`src/rtl/nes_pad_reader.sv`:
```
// Two-pad NES controller poller: a shared latch/pulse pair, one data line per pad, registered outputs.
// Optional macro NES_PAD_FRAME_FILTER_EN: outputs load only when two consecutive captures agree.
module nes_pad_reader #(
  parameter int POLL_CYCLES  = 833333,
  parameter int LATCH_CYCLES = 600,
  parameter int HALF_CYCLES  = 300
) (
  input  logic        clk,
  input  logic        rst,
  input  logic [1:0]  pad_data,
  output logic        pad_latch,
  output logic        pad_pulse,
  output logic [0:11] controller_inputs,
  output logic [0:3]  aux_buttons,
  output logic        frame_valid
);

  localparam int PW  = $clog2(POLL_CYCLES + 1);
  localparam int PHW = $clog2(((LATCH_CYCLES > HALF_CYCLES) ? LATCH_CYCLES : HALF_CYCLES) + 1);
  localparam logic [PW-1:0]  POLL_LAST  = PW'(POLL_CYCLES - 1);
  localparam logic [PHW-1:0] LATCH_LAST = PHW'(LATCH_CYCLES - 1);
  localparam logic [PHW-1:0] HALF_LAST  = PHW'(HALF_CYCLES - 1);

  typedef enum logic [2:0] {
    S_IDLE,
    S_LATCH,
    S_LOW,
    S_HIGH,
    S_UPDATE
  } state_t;

  state_t           r_state;
  state_t           w_state_next;
  logic [PW-1:0]    r_poll;
  logic [PHW-1:0]   r_phase;
  logic [PHW-1:0]   w_phase_next;
  logic [2:0]       r_bit;
  logic [2:0]       w_bit_next;
  logic [1:0]       r_sync1;
  logic [1:0]       r_sync2;
  logic [1:0][7:0]  r_cap;
  logic [1:0][7:0]  w_cap_next;
  logic             w_load;
  logic             w_take;
  logic             r_latch;
  logic             r_pulse;
  logic             r_fv;
  logic [0:11]      r_ci;
  logic [0:3]       r_aux;
  logic [0:11]      w_new_ci;
  logic [0:3]       w_new_aux;

  // Double-flop each asynchronous pad line; released (high) out of reset.
  generate
    for (genvar gi = 0; gi < 2; gi++) begin : g_sync
      always_ff @(posedge clk or negedge rst) begin
        if (!rst) begin
          r_sync1[gi] <= 1'b1;
          r_sync2[gi] <= 1'b1;
        end else begin
          r_sync1[gi] <= pad_data[gi];
          r_sync2[gi] <= r_sync1[gi];
        end
      end
    end
  endgenerate

  always_ff @(posedge clk or negedge rst) begin
    if (!rst) begin
      r_poll <= '0;
    end else if (r_poll == POLL_LAST) begin
      r_poll <= '0;
    end else begin
      r_poll <= r_poll + PW'(1);
    end
  end

  always_comb begin
    w_state_next = r_state;
    w_phase_next = r_phase + PHW'(1);
    w_bit_next   = r_bit;
    w_load       = 1'b0;
    w_cap_next   = r_cap;
    case (r_state)
      S_IDLE: begin
        w_phase_next = '0;
        if (r_poll == '0) begin
          w_state_next = S_LATCH;
        end
      end
      S_LATCH: begin
        if (r_phase == LATCH_LAST) begin
          w_phase_next = '0;
          w_state_next = S_LOW;
        end
      end
      S_LOW: begin
        if (r_phase == HALF_LAST) begin
          // Pads drive low for pressed; store as active-high flags.
          for (int p = 0; p < 2; p++) begin
            w_cap_next[p][r_bit] = ~r_sync2[p];
          end
          w_phase_next = '0;
          if (r_bit == 3'd7) begin
            w_load       = 1'b1;
            w_state_next = S_UPDATE;
          end else begin
            w_state_next = S_HIGH;
          end
        end
      end
      S_HIGH: begin
        if (r_phase == HALF_LAST) begin
          w_phase_next = '0;
          w_bit_next   = r_bit + 3'd1;
          w_state_next = S_LOW;
        end
      end
      S_UPDATE: begin
        w_phase_next = '0;
        w_bit_next   = 3'd0;
        w_state_next = S_IDLE;
      end
      default: begin
        w_phase_next = '0;
        w_bit_next   = 3'd0;
        w_state_next = S_IDLE;
      end
    endcase
  end

  // Serial order per pad: A, B, Select, Start, Up, Down, Left, Right.
  generate
    for (genvar gi = 0; gi < 2; gi++) begin : g_map
      assign w_new_ci[gi*6 + 0] = w_cap_next[gi][6];
      assign w_new_ci[gi*6 + 1] = w_cap_next[gi][7];
      assign w_new_ci[gi*6 + 2] = w_cap_next[gi][4];
      assign w_new_ci[gi*6 + 3] = w_cap_next[gi][5];
      assign w_new_ci[gi*6 + 4] = w_cap_next[gi][0];
      assign w_new_ci[gi*6 + 5] = w_cap_next[gi][1];
      assign w_new_aux[gi*2 + 0] = w_cap_next[gi][2];
      assign w_new_aux[gi*2 + 1] = w_cap_next[gi][3];
    end
  endgenerate

`ifdef NES_PAD_FRAME_FILTER_EN
  logic [1:0][7:0] r_prev;

  assign w_take = w_load && (w_cap_next == r_prev);

  always_ff @(posedge clk or negedge rst) begin
    if (!rst) begin
      r_prev <= '0;
    end else if (w_load) begin
      r_prev <= w_cap_next;
    end
  end
`else
  assign w_take = w_load;
`endif

  // Outputs and strobe change on the edge that enters UPDATE.
  always_ff @(posedge clk or negedge rst) begin
    if (!rst) begin
      r_state <= S_IDLE;
      r_phase <= '0;
      r_bit   <= 3'd0;
      r_cap   <= '0;
      r_latch <= 1'b0;
      r_pulse <= 1'b0;
      r_fv    <= 1'b0;
      r_ci    <= '0;
      r_aux   <= '0;
    end else begin
      r_state <= w_state_next;
      r_phase <= w_phase_next;
      r_bit   <= w_bit_next;
      r_cap   <= w_cap_next;
      r_latch <= (w_state_next == S_LATCH);
      r_pulse <= (w_state_next == S_HIGH);
      r_fv    <= w_load;
      if (w_take) begin
        r_ci  <= w_new_ci;
        r_aux <= w_new_aux;
      end
    end
  end

  assign pad_latch         = r_latch;
  assign pad_pulse         = r_pulse;
  assign frame_valid       = r_fv;
  assign controller_inputs = r_ci;
  assign aux_buttons       = r_aux;

endmodule

```
`config.mk`:
```
export PLATFORM = sky130hd
export DESIGN_NAME = nes_pad_reader
export DESIGN_NICKNAME = d
export VERILOG_FILES = /design/src/rtl/nes_pad_reader.sv
export SDC_FILE = /design/constraint.sdc
export NUM_CORES = 1
export LEC_CHECK = 0
export BUFFER_PORTS_ARGS = -buffer_cell sky130_fd_sc_hd__buf_2
export CORE_ASPECT_RATIO = 1.25
export CORE_MARGIN = 2
export CORE_UTILIZATION = 60
export CTS_BUF_LIST = sky130_fd_sc_hd__clkbuf_8
export CTS_CLUSTER_DIAMETER = 30
export CTS_CLUSTER_SIZE = 8
export DETAILED_ROUTE_END_ITERATION = 8
export PLACE_DENSITY = 0.83
export SLEW_MARGIN = 20
export SYNTH_ARGS = -nofsm -noshare
export SYNTH_HDL_FRONTEND = slang
export SYNTH_SLANG_ARGS = --single-unit
```
`constraint.sdc`:
```
create_clock -name clk -period 2.3 [get_ports clk]
set_input_delay 0.115 -clock clk [delete_from_list [all_inputs] [get_ports clk]]
set_output_delay 0.115 -clock clk [all_outputs]
set_load 0.01 [all_outputs]
```
==> results of run 1 <==
layer usage:
metal  wire, um  vias to the layer above  part of all wire  GRT usage
met2       3250                       35              0.53      0.383
li1           -                     1075                 -          -
met3        183                        8             0.030     0.0532
met1       2640                     1111              0.43      0.284
met5          0                        -                 0          0
met4         80                        0             0.013     0.0804
worst max-delay path by stage:
stage                            end        from  cells after the start  slack (ns)
6_report        controller_inputs[1]  r_phase[7]                      5        0.21
5_1_grt         controller_inputs[1]  r_phase[0]                      6        0.08
4_1_cts        controller_inputs[11]  r_phase[7]                      5        0.14
3_5_place_dp          aux_buttons[1]  r_phase[7]                      5        0.19
3_3_place_gp   controller_inputs[11]  r_phase[0]                      6        0.27
2_1_floorplan         aux_buttons[0]  r_phase[0]                      7        0.44
cells by family (layout without fill, tap and decap cells):
logic type                 after synthesis  in the layout  synth area share
muxes                                   16             16            0.0660
AOI/OAI and AO/OA                       42             42            0.0702
buffers and inverters                   10             52            0.0148
DFF                                     75             75             0.571
xor gates and xnor gates                26             26            0.0690
adders and majority gates                5              5            0.0190
and+or+nand+nor                        115            115             0.190
final cells by class:
cell class / count / share of cell area
Clock buffer: 11 / 0.0403
Clock inverter: 5 / 0.0163
Inverter: 5 / 0.00499
Multi-Input combinational cell: 204 / 0.364
Sequential cell: 75 / 0.501
Tap cell: 64 / 0.0213
Timing Repair Buffer: 31 / 0.0526
per-stage QoR:
stage / std cells / power (mW) / util / hold WS, ns
2_1_floorplan: 289 / 1.35 / - / -0.181
3_3_place_gp: 375 / 1.39 / 0.654 / 0.221
3_5_place_dp: 375 / 1.39 / 0.654 / 0.224
6_report: 395 / 2.43 / 0.700 / 0.358
4_1_cts: 394 / 2.44 / 0.699 / 0.359
5_1_grt: 395 / 2.51 / 0.700 / 0.361
power by group through the flow:
stage                     combinational [mW]  sequential [mW]  clock (mW)
after global routing                  0.0412             1.33        1.14
final                                 0.0347             1.33        1.06
after CTS                             0.0369             1.33        1.07
after global placement                0.0319             1.36           0
after detailed placement              0.0330             1.36           0
after floorplan                   0.00000688             1.35           0
critical path: stages (launching register included):
cell and delay [ns]:
dfrtp_1 0.47, nor4b_4 0.42, nand3b_4 0.18, nor3_2 0.20, nand2_2 0.32, mux2_4 0.40
what timing repair did:
| action | 4_1_cts | 5_1_grt |
|---|---|---|
| setup endpoints to repair | 0 | 5 |
| hold buffers | 3 | 0 |
| buffers inserted | 0 | 1 |
| endpoints found under the hold margin | 34 | 0 |
state kept, by name, summed over array words and instances, names as in the netlist:
signal and flops:
r_poll 20, r_cap 16, controller_inputs 12, r_phase 10, aux_buttons 4, r_bit 3, r_state 3, r_sync1 2
r_sync2 2, frame_valid 1, pad_latch 1, pad_pulse 1
placed cells by master, fill, tap and decap left out, types with 5 or more instances in the layout:
cell and count:
buf_4 5, mux2_4 10, nand4_1 6, o21ai_0 25
o21ai_1 8, buf_2 22, nand3_1 10, xnor2_1 14
nor2_1 33, inv_1 5, nand2_1 19, nor4_1 9
or2_0 8, xor2_1 12, ha_1 5, dfrtp_1 71
nor3_1 5, clkbuf_8 11, mux2_2 6
==> results.py, run 1 <==
metrics = {
    "final_layout": {
        "fin_nets": 335,
        "fillers": 400,
        "layout-drive-gt1-share": 0.224,
        "syn_to_final_growth_pct": 14.0,
        "fin_area_sq_um": 3760,
        "diodes": 0,
        "seqCellArea_sq_um": 1880,
        "multi_input_area_sq_um": 1370,
    },
    "route": {
        "drtAntennaViolNets": 0,
        "first_pass_iters": 5,
        "vias": 2229,
        "wl_per_cell_um": 15.6,
        "routed_wirelength_um": 6150,
        "via_per_inst": 5.64,
        "drt-initial-drc-count": 189,
        "drc": 0,
    },
    "timing": {
        "setup-violations-final": 0,
        "rsz0062_at_grt": "no",
        "layout_min_cycle_time_ns": 2.09,
        "finalClockSkew_ns": 0.00849,
        "worstMarginPinSlew_ns": 0.824,
        "finalSetupTns_ns": 0,
        "fin_ws_ns": 0.205,
        "drv_slew": 0,
        "finalCritPeriodShare": 0.911,
        "clock.fmax_ghz": 0.477,
        "relSlewSlack": 0.451,
        "hold_violations": 0,
    },
    "global_route": {
        "grt_max_degree": 40,
        "grt_pass1_vias": 2274,
        "grt_pass1_wl_um": 10700,
        "globalRouteOverflowTotal": 0,
        "grt_use_total": 0.226,
        "antenna_found_initial": 0,
    },
    "place": {
        "place_hpwl_um": 4220,
        "gp_congestion": 0.798,
        "dp_slack_ns": 0.193,
        "placed_area_sq_um": 3510,
        "numPortBuffers": 22,
    },
    "critical_path": {
        "r2r_cells": 5,
        "r2r_start": "r_phase[7]",
        "crit_type": "reg2reg",
        "worstPathMaxFanout": 16,
        "crit_required_ns": 2.53,
        "critPathArrivalTime_ns": 2.33,
        "cp-start-kind": "register",
        "rr_endpoint": "controller_inputs[1]",
        "r2r_slack_ns": 0.21,
        "end_kind": "register",
    },
    "power_and_ir_drop": {
        "switchingPower_uw": 532,
        "p_per_area_nw_per_um2": 646,
        "internal-power_mw": 1.89,
        "share_seq_of_total_power": 0.548,
        "pwr-share-comb": 0.014,
        "pwr-share-clk": 0.438,
        "ir_drop_uv": 459,
        "p_leak_nw": 1.83,
        "switching_share": 0.219,
    },
    "clock_network": {
        "clockBufferDepth": 2,
        "cts-resized-gates": 0,
        "clkLatencyLatePin_ns": 0.35,
        "cts_buffers": 9,
        "h-tree-depth": 3,
        "path_clk_slew_ns": 0.08,
        "root_buffer": "clkbuf_8",
        "cts_tree": "built",
        "clock-sinks": 75,
    },
    "yosys": {
        "ys_seq_elements": 75,
        "synth_top_area_cell": "dfrtp_1",
        "async_flop_share": 1.00,
        "synthDistinctLibCells": 42,
        "synth_warnings": 0,
        "synth-seq-area-share": 0.571,
        "synth_cells": 289,
        "synth_area_leaders": "dfrtp_1 (54%), mux2_4 (4.6%), o21ai_0 (3.8%), nor2_1 (3.8%), xnor2_1 (3.7%)",
        "netlist_area_sq_um": 3300,
        "synth_edf_count": 0,
        "synth_top_area_frac": 0.539,
        "syn_area_per_cell_sq_um": 11.4,
        "synthesis.nets": 298,
        "ys.flop_type": "dfrtp_1",
        "synth.most_common_cell": "dfrtp_1",
        "synthTopCellsByCount": "dfrtp_1 (71), nor2_1 (33), o21ai_0 (25)",
    },
    "floorplan": {
        "core-area_sq_um": 5370,
        "ios": 23,
        "die_area_sq_um": 6110,
        "dieHeight_um": 86.9,
        "placementRows": 30,
        "die_w_um": 70.3,
        "initial_utilization": 0.614,
    },
    "min_path": {
        "whs_path_depth": 0,
        "hold-path-endpoint": "r_sync2[1]",
        "hold_start": "r_sync1[1]",
        "hold_path_class": "reg2reg",
    },
    "job": {
        "maxCapViolations": 0,
    },
    "outcome": {
        "outcome": "completed",
    },
}
Note: power is estimated with default switching activity, not from simulation.
==> run 2: changes to the inputs <==
Clock period 2.3 ns to 2.7 ns, I/O delays scaled along.
==> run 2 against run 1 <==
Against the previous run: the flow now finishes with violations (negative hold slack); critical path depth grew 1; total power down 2.8%; combinational power fell by 26%; first-iteration DRC count decreased by 3.2%; register-to-register slack better by 0.34 ns; clock power is 13% higher; routed wire length down 1.3%; final area up 0.40%; hold slack worse by 0.37 ns; non-clock buffer count fell by 6.
==> results.py, run 2 (synthesized netlist as in run 1, its figures left out) <==
metrics = {
    "timing": {
        "worstMarginPinSlew_ns": 0.913,
        "finalClockSkew_ns": 0.00977,
        "drv_slew": 0,
        "finalCritPeriodShare": 0.799,
        "fin_ws_ns": 0.542,
        "finalSetupTns_ns": 0,
        "layout_min_cycle_time_ns": 2.16,
        "relSlewSlack": 0.391,
        "hold_violations": 2,
        "rsz0062_at_grt": "no",
        "holdWs_ns": -0.0126,
        "setup-violations-final": 0,
        "clock.fmax_ghz": 0.463,
    },
    "global_route": {
        "grt-busiest-layer": "met2",
        "grt_pass1_vias": 2174,
        "globalRouteOverflowTotal": 0,
        "antenna_found_initial": 0,
        "grt_use_met1": 0.272,
        "grtUsageMet2": 0.386,
        "grt_use_total": 0.218,
        "grt_pass1_wl_um": 10500,
        "grt_max_degree": 76,
        "use_met3": 0.0313,
    },
    "final_layout": {
        "syn_to_final_growth_pct": 14.4,
        "largest_reg_flops": 20,
        "fin_area_sq_um": 3770,
        "fin_nets": 329,
        "final_common_cell": "dfrtp_1",
        "layout_common_cells": "dfrtp_1 (71), nor2_1 (33), o21ai_0 (25), buf_2 (22), nand2_1 (19)",
        "layout-drive-gt1-share": 0.212,
        "instances_no_fill": 389,
        "largest-register": "r_poll",
        "fillers": 366,
        "diodes": 0,
    },
    "clock_network": {
        "cts_tree": "built",
        "post_cts_buffers": 0,
        "postCtsHoldBufs": 2,
        "root_buffer": "clkbuf_8",
        "clock-sinks": 75,
        "path_clk_slew_ns": 0.08,
        "h-tree-depth": 3,
        "clockBufferDepth": 2,
        "clkLatencyLatePin_ns": 0.34,
        "cts_buffers": 9,
        "cts-resized-gates": 0,
    },
    "power_and_ir_drop": {
        "report.power.total_mw": 2.36,
        "pwr-share-clk": 0.509,
        "pwr-share-comb": 0.011,
        "switching_share": 0.180,
        "ir_drop_uv": 365,
        "p_leak_nw": 1.85,
        "internal-power_mw": 1.93,
        "switchingPower_uw": 426,
        "share_seq_of_total_power": 0.480,
        "p_per_area_nw_per_um2": 625,
    },
    "floorplan": {
        "placementRows": 30,
        "initial_utilization": 0.614,
        "ios": 23,
        "dieHeight_um": 86.9,
        "core-area_sq_um": 5370,
        "die_area_sq_um": 6110,
        "die_w_um": 70.3,
    },
    "critical_path": {
        "worstPathMaxFanout": 12,
        "crit_type": "reg2reg",
        "crit_required_ns": 2.98,
        "end_kind": "register",
        "cp-start-kind": "register",
        "critPathArrivalTime_ns": 2.44,
    },
    "min_path": {
        "hold_path_class": "in2async",
    },
    "place": {
        "place_hpwl_um": 4020,
        "dp_cells": 371,
        "dp_slack_ns": 0.580,
        "gp_congestion": 0.775,
        "numPortBuffers": 22,
        "placed_area_sq_um": 3470,
    },
    "route": {
        "drt-initial-drc-count": 183,
        "vias": 2208,
        "drtAntennaViolNets": 0,
        "wl_per_cell_um": 15.6,
        "first_pass_iters": 4,
        "via_per_inst": 5.68,
        "routed_wirelength_um": 6070,
        "drc": 0,
    },
    "outcome": {
        "violations": "negative hold slack",
        "outcome": "finished, violations left",
    },
    "job": {
        "maxCapViolations": 0,
    },
}
-- run 2: changes by cell type in the layout (fill, tap and decap cells not counted), sizes merged --
cell         change
bufinv           +4
clkinv           +1
dlygate4sd3      -1
buf              -5
clkinvlp         -3
clkbuf           -2
-- run 2: area by class of cell --
cell class                 count  area [sq um]  share of cell area
tap                           64          80.1              0.0212
timing repair buffer          25           138              0.0365
clock buffer                   9           124              0.0328
multi-input combinational    204          1370               0.362
inverter                       5          18.8             0.00497
sequential                    75          1880               0.499
clock inverter                 7           164              0.0434
-- run 2: stage by stage --
stage | util | hold slack (ns)
after floorplan | - | -0.161
after global placement | 0.646 | 0.240
after detailed placement | 0.646 | 0.244
after CTS | 0.703 | 0.0316
after global routing | 0.703 | 0.104
final | 0.703 | -0.0126
-- run 2: worst max-delay path, stage by stage, from the launching register on --
cell and delay [ns]:
dfrtp_1 0.37, ha_1 0.23, and4b_1 0.30, nand4b_1 0.37
or2_0 0.36, o21ai_0 0.26, mux2_2 0.21
-- run 2: power by group through the flow --
stage / Combinational, mW / Sequential (mW) / Clock (mW)
floorplan: 0.00000595 / 1.15 / 0
global placement: 0.0241 / 1.15 / 0
detailed placement: 0.0250 / 1.15 / 0
CTS: 0.0271 / 1.13 / 1.22
global route: 0.0310 / 1.13 / 1.26
finish: 0.0257 / 1.13 / 1.20
-- run 2: per-layer routing --
layer	wire, um	vias up	part of all wire
met4	85	0	0.014
met2	3190	40	0.53
met5	0	-	0
met3	164	9	0.027
li1	-	1062	-
met1	2630	1097	0.43
-- run 2: path summary, 6_finish.rpt --
check / cells after the start / from / endpoint / slack (ns)
max in group asynchronous: 2 / rst / r_poll[8] / 2.10
worst min-delay path: 2 / rst / controller_inputs[4] / -0.01
worst max-delay path: 6 / r_phase[0] / aux_buttons[3] / 0.54
min in group clk: 0 / r_sync1[0] / r_sync2[0] / 0.36
worst max register to register: 6 / r_phase[0] / aux_buttons[3] / 0.54
worst min register to register: 0 / r_sync1[0] / r_sync2[0] / 0.36
==> run 3: changes to the inputs <==
Settings changed: CORE_UTILIZATION 60 to 56, PLACE_DENSITY 0.83 to 0.82.
Clock period 2.7 ns to 1.8 ns, I/O delays scaled along.
==> run 3 against run 2 <==
Against the previous run: the flow finishes with violations (negative setup slack); worst setup slack worse by 0.58 ns; clock skew is 0.0013 ns higher; global-route usage is 0.31 points lower; routed wire length is 12% higher; clock power is 8% higher; die area is 6.8% higher; sequential power is 50% higher; first-iteration DRC count is 4.9% higher; non-clock buffer count is 28 higher; hold slack better by 0.31 ns.
==> results.py, run 3 (synthesized netlist as in run 1, its figures left out) <==
metrics = {
    "clock_network": {
        "root_buffer": "clkbuf_8",
        "clockBufferDepth": 2,
        "cts_buffers": 9,
        "cts_tree": "built",
        "h-tree-depth": 3,
        "path_clk_slew_ns": 0.08,
        "clock-sinks": 75,
        "clkLatencyLatePin_ns": 0.34,
    },
    "place": {
        "gp_congestion": 0.806,
        "numPortBuffers": 22,
        "place_hpwl_um": 4400,
        "dp_cells": 394,
    },
    "floorplan": {
        "die_area_sq_um": 6520,
        "ios": 23,
        "initial_utilization": 0.575,
        "placementRows": 31,
        "core-area_sq_um": 5740,
        "dieHeight_um": 89.8,
        "die_w_um": 72.6,
    },
    "global_route": {
        "grt_use_total": 0.215,
        "grt_pass1_vias": 2534,
        "antenna_found_initial": 0,
        "globalRouteOverflowTotal": 0,
        "grt_pass1_wl_um": 11000,
        "grt_max_degree": 29,
    },
    "critical_path": {
        "r2r_cells": 7,
        "cp_cell_sequence": "ha_2 > and4b_2 > nand4b_1 > buf_6 > or2_4 > o21ai_1 > mux2_2",
        "path_buf_inv": 1,
        "cp-startpoint": "r_phase[0]",
        "critPathArrivalTime_ns": 2.12,
        "cp_slowest_cell": "dfrtp_1",
        "crit_required_ns": 2.08,
        "crit_family": "simple AND/OR/NAND/NOR gates",
        "r2r_start": "r_phase[0]",
        "crit_path_max_incr_delay_ns": 0.36,
        "path_depth": 7,
        "worstPathMaxFanout": 12,
        "crit_type": "reg2reg",
        "end_kind": "register",
        "cp-start-kind": "register",
    },
    "final_layout": {
        "largest-register": "r_poll",
        "largest_reg_flops": 20,
        "final_common_cell": "dfrtp_1",
        "layout-drive-gt1-share": 0.317,
        "instances_no_fill": 419,
        "diodes": 0,
        "syn_to_final_growth_pct": 22.6,
        "fin_nets": 357,
        "layout_common_cells": "dfrtp_1 (71), nor2_1 (33), buf_2 (22), buf_4 (21), nand2_1 (19)",
    },
    "timing": {
        "relSlewSlack": 0.599,
        "finalCritPeriodShare": 1.02,
        "setup-violations-final": 10,
        "finalClockSkew_ns": 0.0110,
        "layout_min_cycle_time_ns": 1.84,
        "worstMarginPinSlew_ns": 0.602,
        "hold_violations": 0,
        "drv_slew": 0,
        "rsz0062_at_grt": "yes",
        "fin_ws_ns": -0.0380,
        "holdWs_ns": 0.293,
        "clock.fmax_ghz": 0.544,
    },
    "route": {
        "vias": 2412,
        "via_per_inst": 5.76,
        "drt-initial-drc-count": 192,
        "drtAntennaViolNets": 0,
        "wl_per_cell_um": 16.2,
        "routed_wirelength_um": 6800,
        "first_pass_iters": 4,
        "drc": 0,
    },
    "min_path": {
        "hold_path_class": "in2async",
    },
    "power_and_ir_drop": {
        "p_leak_nw": 1.99,
        "ir_drop_uv": 413,
        "p_per_area_nw_per_um2": 753,
    },
    "job": {
        "maxCapViolations": 0,
    },
    "outcome": {
        "outcome": "finished, violations left",
        "violations": "negative setup slack",
    },
}
-- run 3: changes by cell type in the layout (fill, tap and decap cells not counted), moves of 3 or more --
cell	before	now
o21ai_2	3	12
buf_4	1	21
bufinv_16	5	1
or2_0	8	1
or2_4	0	3
or2_1	1	5
o21ai_1	8	17
buf_12	0	4
o21ai_0	25	7
-- run 3: final timing paths --
path / end / slack, ns
worst max-delay path: aux_buttons[2] / -0.04
worst min-delay path: controller_inputs[3] / 0.29
worst max register to register: aux_buttons[2] / -0.04
worst min register to register: r_sync2[0] / 0.36
max in group asynchronous: r_poll[16] / 0.95
min in group clk: r_sync2[0] / 0.36
-- run 3: power by group --
part | internal, mW | switching (mW) | total, mW
registers | 1.69 | 0.00955 | 1.70
logic | 0.0152 | 0.0342 | 0.0493
clock network | 0.678 | 0.615 | 1.29
total | 2.39 | 0.658 | 3.04
-- run 3: area by class of cell --
type	count	area [sq um]
flip-flops and latches	75	1880
fillers	393	1700
multi-input cells	204	1430
repair buffers	53	425
clock buffers	10	138
well taps	66	82.6
clock inverters	6	63.8
inverters	5	18.8
-- run 3: per-layer routing --
| metal | global-route usage | share of wire | up-vias |
|---|---|---|---|
| met5 | 0 | 0 | - |
| met4 | 0.120 | 0.030 | 0 |
| met3 | 0.0504 | 0.023 | 22 |
| met2 | 0.358 | 0.54 | 53 |
| met1 | 0.250 | 0.41 | 1218 |
| li1 | - | - | 1119 |
-- run 3: repair_timing --
action / CTS / global route
pin swaps: 2 / 9
gates cloned: 0 / 1
resized for setup: 14 / 30
buffers inserted: 1 / 4
hold buffers: 3 / 0
endpoints found under the hold margin: 21 / 0
endpoints found under the setup margin: 14 / 20
-- run 3: stage by stage --
| stage | TNS [ns] | instance area (sq um) | worst slack, ns | total power [mW] | utilization |
|---|---|---|---|---|---|
| after global routing | -2.13 | 4040 | -0.164 | 3.14 | 0.704 |
| after CTS | -0.130 | 3930 | -0.0415 | 3.06 | 0.685 |
| after floorplan | 0 | 3300 | 0.00132 | 1.73 | - |
| after detailed placement | -0.414 | 3680 | -0.0598 | 1.78 | 0.641 |
| final | -0.149 | 4040 | -0.0380 | 3.04 | 0.704 |
| after global placement | 0 | 3680 | 0.0131 | 1.78 | 0.641 |
